`src/rtl/compensation_weight_loader.sv`:
```
// Streams ROWS 4-bit compensation weights from Compensation_Memory into one CPE
// column, bottom row first, then flags the column as loaded.
module compensation_weight_loader #(
    parameter int ROWS       = 8,
    parameter int ADDR_WIDTH = 6
) (
    input  logic                  clk,
    input  logic                  rst,
    input  logic                  start,
    input  logic [ADDR_WIDTH-1:0] base_addr,
    output logic                  mem_rd_en,
    output logic [ADDR_WIDTH-1:0] mem_addr,
    input  logic [3:0]            mem_rd_data,
    output logic [3:0]            Compensation_Weight,
    output logic                  Compensation_Weight_out_valid,
    output logic                  busy,
    output logic                  done,
    output logic                  loaded
);

    localparam int CNT_W = (ROWS > 1) ? $clog2(ROWS) : 1;

    typedef enum logic [1:0] {
        IDLE  = 2'd0,
        READ  = 2'd1,
        DRAIN = 2'd2,
        DONE  = 2'd3
    } state_t;

    state_t                  state_reg;
    state_t                  state_next;
    logic [CNT_W-1:0]        cnt_reg;
    logic [CNT_W-1:0]        cnt_next;
    logic [CNT_W-1:0]        cnt_dec;
    logic [ADDR_WIDTH-1:0]   base_reg;
    logic [ADDR_WIDTH-1:0]   base_next;
    logic [ADDR_WIDTH-1:0]   mem_addr_next;
    logic                    mem_rd_en_next;
    logic                    rd_pending_reg;
    logic [3:0]              weight_next;
    logic                    valid_next;
    logic                    busy_next;
    logic                    done_next;
    logic                    loaded_next;

    assign cnt_dec = cnt_reg - 1'b1;

    always_ff @(posedge clk or posedge rst) begin
        if (rst) begin
            state_reg                     <= IDLE;
            cnt_reg                       <= '0;
            base_reg                      <= '0;
            rd_pending_reg                <= 1'b0;
            mem_rd_en                     <= 1'b0;
            mem_addr                      <= '0;
            Compensation_Weight           <= 4'd0;
            Compensation_Weight_out_valid <= 1'b0;
            busy                          <= 1'b0;
            done                          <= 1'b0;
            loaded                        <= 1'b0;
        end else begin
            state_reg                     <= state_next;
            cnt_reg                       <= cnt_next;
            base_reg                      <= base_next;
            rd_pending_reg                <= mem_rd_en;
            mem_rd_en                     <= mem_rd_en_next;
            mem_addr                      <= mem_addr_next;
            Compensation_Weight           <= weight_next;
            Compensation_Weight_out_valid <= valid_next;
            busy                          <= busy_next;
            done                          <= done_next;
            loaded                        <= loaded_next;
        end
    end

    always_comb begin
        state_next     = state_reg;
        cnt_next       = cnt_reg;
        base_next      = base_reg;
        mem_rd_en_next = 1'b0;
        mem_addr_next  = mem_addr;
        done_next      = 1'b0;
        loaded_next    = loaded;

        // Memory data arrives one cycle after each strobe; register it straight out.
        valid_next  = rd_pending_reg;
        weight_next = rd_pending_reg ? mem_rd_data : Compensation_Weight;

        case (state_reg)
            IDLE: begin
                if (start) begin
                    state_next     = READ;
                    base_next      = base_addr;
                    cnt_next       = CNT_W'(ROWS - 1);
                    mem_rd_en_next = 1'b1;
                    mem_addr_next  = base_addr + ADDR_WIDTH'(ROWS - 1);
                    loaded_next    = 1'b0;
                end
            end
            READ: begin
                if (cnt_reg != '0) begin
                    cnt_next       = cnt_dec;
                    mem_rd_en_next = 1'b1;
                    mem_addr_next  = base_reg + ADDR_WIDTH'(cnt_dec);
                end else begin
                    state_next = DRAIN;
                end
            end
            DRAIN: begin
                // Stay until the final weight has been presented on the column.
                if (!rd_pending_reg) begin
                    state_next = DONE;
                    done_next  = 1'b1;
                end
            end
            DONE: begin
                state_next  = IDLE;
                loaded_next = 1'b1;
            end
            default: begin
                state_next = IDLE;
            end
        endcase

        busy_next = (state_next != IDLE);
    end

endmodule

```
`config.mk`:
```
export PLATFORM = sky130hd
export DESIGN_NAME = compensation_weight_loader
export DESIGN_NICKNAME = d
export VERILOG_FILES = /design/src/rtl/compensation_weight_loader.sv
export SDC_FILE = /design/constraint.sdc
export NUM_CORES = 1
export LEC_CHECK = 0
export CORE_AREA = 2 2 45 78
export CTS_CLUSTER_DIAMETER = 100
export DETAILED_ROUTE_END_ITERATION = 12
export DIE_AREA = 0 0 47 80
export PLACE_DENSITY_LB_ADDON = 0.15
export SLEW_MARGIN = 20
export SYNTH_ARGS = -nofsm -noshare
export SYNTH_HDL_FRONTEND = slang
export SYNTH_SLANG_ARGS = --single-unit
```
`constraint.sdc`:
```
create_clock -name clk -period 3.1 [get_ports clk]
set_input_delay 0.31 -clock clk [delete_from_list [all_inputs] [get_ports clk]]
set_output_delay 0.31 -clock clk [all_outputs]
set_load 0.005 [all_outputs]
```
==> metrics.md, run 1 <==
| Metric | Value |
|---|---|
| Number of nets in the synthesized netlist | 148 |
| Detailed Route Iter0 Violations | 21 |
| Status | complete, no violations |
| Vias per Instance | 4.98 |
| Height of the die | 80 um |
| Synth top cells by count | 27 x dfrtp_1, 14 x nand2_1, 12 x nor2_1, 7 x inv_1, 7 x o21ai_0 |
| Cell with the most instances after synthesis | dfrtp_1 |
| Area share of xor/xnor cells in the synthesized design | 0.0454 |
| Quantity of I/O buffers inserted on ports | 27 |
| Clk_lat worst skew | 0.28 ns |
| Delay of the slowest critical-path stage | 0.38 ns |
| Cell chain of the critical path | inv_1 > ha_1 > inv_1 > ha_1 > a211oi_1 > o21ai_0 > nor4b_2 > a211oi_1 |
| Total global-route track usage | 0.176 |
| Main synth FF type | dfrtp_1 |
| Largest fanout on the critical path | 5 |
| F_max | 0.483 GHz |
| Cell at the root of the clock tree | clkbuf_8 |
| Area growth from synthesis to layout | 26.6% |
| Residual DRC count | 0 |
| Synthesized area | 0.00135 sq mm |
| Time the final worst path needs with I/O delays and setup | 2.07 ns |
| Post-synthesis register bit count | 27 |
| Vias after detailed routing | 995 |
| CP Launch Type | flip-flop |
| Final WL | 2760 um |
| GPL Wtd Cong | 0.883 |
| RR Startpoint | cnt_reg[0] |
| Worst IR Drop VDD | 588 uV |
| Clock H-tree levels | 1 |
| Hold Crit Class | flip-flop to flip-flop |
| Routed length per instance | 13.8 um |
| Crit-path slowest cell | dfrtp_1 |
| Mean post-synth cell area | 10.6 sq um |
| Antenna Cells | 0 |
| Placeable core region | 0.00311 sq mm |
| Minimum setup slack among reg-to-reg paths | 1.03 ns |
| Final number of setup-violating endpoints | 0 |
| Leakage component of the power | 0.724 nW |
| Number of detailed-route iterations in the first pass | 4 |
| CTS clock-pin slew for the worst setup and hold paths | 0.09 ns |
| Largest clock skew in the final design | 0.00537 ns |
| Sink count of the clock tree | 27 |
| HPWL reported at the end of detailed placement | 2040 um |
| Setup repair after global routing missed its margin | no |
| GRT Residual Overflow | 0 |
| Global-route wire length before repair | 4750 um |
| Number of warnings printed during yosys synthesis | 0 |
| # Post-CTS Setup Buffers | 0 |
| Count of unique library cells instantiated by Yosys | 35 |
| Initial standard-cell utilization of the core | 0.435 |
| EDFF count, synth | 0 |
| Critical path origin | cnt_reg[0] |
| End-of-flow core utilization | 0.550 |
| Vias in the first global route | 1020 |
| Crit path kind | flip-flop to flip-flop |
| Number of ports placed on the die boundary | 28 |
| Arrival @ worst endpoint | 2.26 ns |
| Worst Min Path Start | mem_rd_en |
| Share of synthesized cell area in and, or, nand and nor gates | 0.185 |
| Layout cell share with drive strength beyond 1 | 0.0892 |
| Die Outline Area | 0.00376 sq mm |
| Max-cap violation count | 0 |
| Cell types occupying the most area after synthesis | dfrtp_1 50%, ha_1 5.6%, nand2_1 3.9%, mux2_2 3.3%, nor2_1 3.3% |
| Pin count of the biggest net entering global routing | 28 |
| Share of flip-flops with an asynchronous set or reset after synthesis | 1.00 |
| Share of the cycle needed by the critical path after routing | 0.668 |
| Worst path required time | 3.29 ns |
| Cell taking the most area after synthesis | dfrtp_1 |
| Final sum of negative setup slack | 0 ns |
| Seq/Total Area, Yosys | 0.500 |
| Mapped Cells | 128 |
| Hold Fails Final Rpt | 0 |
| Clock buffers created by TritonCTS | 3 |
| Maximum root-to-sink buffer count | 2 |
| Total power per unit cell area | 998 mW/mm^2 |
| Count of pins over their slew limit | 0 |
| ANT nets after route | 0 |
| CTS tree | yes |
| Cells resized by post-CTS repair | 0 |
| Number of standard-cell rows in the floorplan | 27 |
| Transition at the pin with the smallest max-transition slack | 0.934 ns |
| Largest family of logic cells by synthesized area | simple AND/OR/NAND/NOR gates |
| Post-synthesis adder-cell area fraction | 0.0704 |
| Fraction of synthesized cell area taken by the top area cell type | 0.500 |
| Worst relative slew slack | 0.374 |
| CTS hold repair buffers | 0 |
| Kind of capture point of the worst setup path | flip-flop |
| Net count, final | 178 |
| Post-synthesis compound-gate area fraction | 0.132 |
| Floorplan die width | 47 um |
| Initial antenna violation count | 0 |
| Post-synthesis mux area share | 0.0333 |
path summary, 6_finish.rpt:
| check | to | cells after the start |
|---|---|---|
| worst max-delay path | mem_addr[5] | 8 |
| worst min-delay path | rd_pending_reg | 0 |
| worst max register to register | mem_addr[5] | 8 |
| worst min register to register | rd_pending_reg | 0 |
| max in group asynchronous | base_reg[1] | 2 |
| min in group asynchronous | mem_addr[3] | 2 |
where the power goes:
group | internal (mW) | switching [mW]
Sequential | 0.507 | 0.118
Combinational | 0.456 | 0.426
Clock | 0.0923 | 0.109
worst max-delay path: cells and delay by family, from the launching register on:
kind	cells	cell delay (ns)
simple gates	1	0.17
fa+ha+maj	2	0.51
compound gates	3	0.69
buf+inv	2	0.25
flops	1	0.38
cell families after synthesis:
family,Yosys count
AND/OR/NAND/NOR,46
adder cells (fa/ha/maj),7
flip-flops,27
multiplexers,4
AO/OA/AOI/OAI,27
XOR/XNOR,7
buffers and inverters,10
per-layer routing:
metal / vias to the layer above / global-route usage / wire [um]
met5: - / 0 / 0
met4: 0 / 0.0750 / 61
met3: 5 / 0.0204 / 95
met2: 28 / 0.300 / 1500
met1: 465 / 0.212 / 1100
li1: 497 / - / -
final cells by class:
class	instances	area, sq um
inverter	8	35.0
tap	43	53.8
sequential	27	676
multi-input combinational	91	631
clock buffer	4	45.0
timing repair buffer	27	270
fill	308	1400
cell usage in the layout, fill, tap and decap left out:
master           instances
o22ai_1                  1
clkdlybuf4s50_1         27
nor3b_1                  1
xnor2_1                  4
o31ai_1                  1
nand2_1                 14
o32ai_2                  1
or2b_1                   1
clkinv_1                 1
a211oi_1                 3
o21ai_0                  7
a31oi_1                  1
a22oi_1                  1
o21ai_1                  3
mux2_2                   4
nand3b_1                 1
nor2b_1                  3
nand2b_1                 3
nor2_2                   1
inv_6                    1
xor2_1                   3
o211ai_1                 1
ha_1                     6
fa_1                     1
nor2_1                  12
clkbuf_1                 1
nor2b_4                  1
inv_1                    6
nand3_1                  1
a21oi_1                  6
clkbuf_8                 3
or3b_1                   1
nor4b_2                  1
nor3_1                   5
dfrtp_1                 27
a21oi_4                  1
nor3b_4                  1
o22a_1                   1
per-stage QoR:
step                      worst slack [ns]  cell area (sq um)  hold slack (ns)  power, mW  cells
after floorplan                       1.24               1350            0.363       1.20    128
after detailed placement              1.06               1670            0.366       1.51    196
after global routing                 0.827               1710            0.400       1.87    200
after global placement                1.12               1670            0.359       1.49    196
final                                 1.03               1710            0.382       1.71    200
after CTS                             1.02               1710            0.387       1.73    200
Power figures use the tool's default switching activity.
==> run 2, diff against run 1 <==
==> constraint.sdc (replaced) <==
create_clock -name clk -period 2.1 [get_ports clk]
set_input_delay 0.21 -clock clk [delete_from_list [all_inputs] [get_ports clk]]
set_output_delay 0.21 -clock clk [all_outputs]
set_load 0.005 [all_outputs]
==> run 2 against run 1 <==
Power grew 48%. Maximum frequency grew 6.8%. Largest power group unchanged. Sequential share of layout area shrank 0.68 points. Highest routed layer unchanged. Worst setup slack lost 0.87 ns.
==> metrics.md, run 2 (same netlist as run 1, synthesis figures left out) <==
| Metric | Value |
|---|---|
| Cell chain of the critical path | inv_2 > ha_2 > xor2_1 > ha_1 > o211ai_1 > o21ai_0 > nor4b_2 > a211oi_1 |
| Final sum of negative setup slack | 0 ns |
| Worst relative slew slack | 0.662 |
| Final number of setup-violating endpoints | 0 |
| Total design power | 2.53 mW |
| Vias per Instance | 4.98 |
| Worst path required time | 2.28 ns |
| Hold Fails Final Rpt | 0 |
| F_max | 0.515 GHz |
| Die Outline Area | 0.00376 sq mm |
| Maximum root-to-sink buffer count | 2 |
| Quantity of I/O buffers inserted on ports | 27 |
| Pin count of the biggest net entering global routing | 28 |
| GPL Wtd Cong | 0.868 |
| Detailed Route Iter0 Violations | 20 |
| Initial antenna violation count | 0 |
| Clock buffers created by TritonCTS | 3 |
| Setup repair after global routing missed its margin | no |
| ANT nets after route | 0 |
| Floorplan die width | 47 um |
| Crit path kind | flip-flop to flip-flop |
| CTS hold repair buffers | 0 |
| Worst IR Drop VDD | 769 uV |
| CTS tree | yes |
| Cell family with most CP delay | compound AO/OA/AOI/OAI gates |
| Transition at the pin with the smallest max-transition slack | 0.507 ns |
| Sink count of the clock tree | 27 |
| Height of the die | 80 um |
| Placeable core region | 0.00311 sq mm |
| Vias in the first global route | 952 |
| Total power per unit cell area | 1450 mW/mm^2 |
| Status | complete, no violations |
| Routed length per instance | 13.0 um |
| Max-cap violation count | 0 |
| Number of detailed-route iterations in the first pass | 4 |
| Clock H-tree levels | 1 |
| Number of standard-cell rows in the floorplan | 27 |
| Worst hold-check slack | 0.293 ns |
| Kind of capture point of the worst setup path | flip-flop |
| Total global-route track usage | 0.160 |
| Largest clock skew in the final design | 0.00333 ns |
| Largest fanout on the critical path | 5 |
| Vias after detailed routing | 1010 |
| Time the final worst path needs with I/O delays and setup | 1.94 ns |
| Antenna Cells | 0 |
| GRT Residual Overflow | 0 |
| Crit-path slowest cell | dfrtp_1 |
| CTS clock-pin slew for the worst setup and hold paths | 0.09 ns |
| Count of buffering cells on the critical path with inverters included | 1 |
| Area growth from synthesis to layout | 28.8% |
| Global-route wire length before repair | 4330 um |
| Number of ports placed on the die boundary | 28 |
| Arrival @ worst endpoint | 2.12 ns |
| Most used cells in the layout excluding fill and tap cells | 27 x dfrtp_1, 27 x clkdlybuf4s50_1, 14 x nand2_1, 12 x nor2_1, 7 x o21ai_0 |
| Residual DRC count | 0 |
| Cell at the root of the clock tree | clkbuf_8 |
| Hold Crit Class | input port to asynchronous set/reset pin |
| Final WL | 2640 um |
| # Post-CTS Setup Buffers | 0 |
| Share of the cycle needed by the critical path after routing | 0.924 |
| Delay of the slowest critical-path stage | 0.38 ns |
| Count of pins over their slew limit | 0 |
| Initial standard-cell utilization of the core | 0.435 |
| Leakage component of the power | 0.740 nW |
| Layout cell share with drive strength beyond 1 | 0.125 |
| HPWL reported at the end of detailed placement | 2040 um |
| Clk_lat worst skew | 0.27 ns |
| Net count, final | 181 |
| CP Launch Type | flip-flop |
## run 2: metrics by stage
stage	utilization	setup WS (ns)	cell area, sq um	cells
6_report	0.560	0.160	1740	203
3_3_place_gp	0.543	0.129	1690	199
4_1_cts	0.558	0.0561	1730	203
5_1_grt	0.560	0.000440	1740	203
2_1_floorplan	-	0.242	1350	128
3_5_place_dp	0.543	0.0765	1690	199
## run 2: layer usage
metal  vias to the layer above  part of all wire  GRT usage
met3                         4             0.047     0.0204
met4                         0             0.014     0.0500
li1                        504                 -          -
met2                        29              0.51      0.267
met5                         -                 0          0
met1                       473              0.43      0.206
## run 2: final timing paths
kind                       slack, ns  cells after the start        endpoint        from
hold reg to reg                 0.39                      0  rd_pending_reg   mem_rd_en
min in group clk                0.39                      0  rd_pending_reg   mem_rd_en
max in group asynchronous       1.55                      3          loaded         rst
setup reg to reg                0.16                      8     mem_addr[5]  cnt_reg[0]
hold / removal                  0.29                      3  rd_pending_reg         rst
setup / recovery                0.16                      8     mem_addr[5]  cnt_reg[0]
## run 2: what timing repair did
action | 4_1_cts | 5_1_grt
gates resized for setup | 0 | 3
endpoints found under the setup margin | 0 | 2
hold endpoints to repair | 0 | 0
## run 2: area by class of cell
| type | instances | area, sq um |
|---|---|---|
| Multi-Input combinational cell | 91 | 638 |
| Sequential cell | 27 | 676 |
| Fill cell | 286 | 1370 |
| Tap cell | 43 | 53.8 |
| Clock buffer | 4 | 45.0 |
| Inverter | 8 | 35.0 |
| Timing Repair Buffer | 30 | 293 |
## run 2: report_power, final
| part | internal (mW) | switching (mW) |
|---|---|---|
| registers | 0.748 | 0.170 |
| logic | 0.692 | 0.623 |
| clock network | 0.136 | 0.157 |
## run 2: worst register-to-register path: stages, from the launching register on
cell,delay [ns]
dfrtp_1,0.38
inv_2,0.10
ha_2,0.21
xor2_1,0.18
ha_1,0.30
o211ai_1,0.21
o21ai_0,0.10
nor4b_2,0.16
a211oi_1,0.21
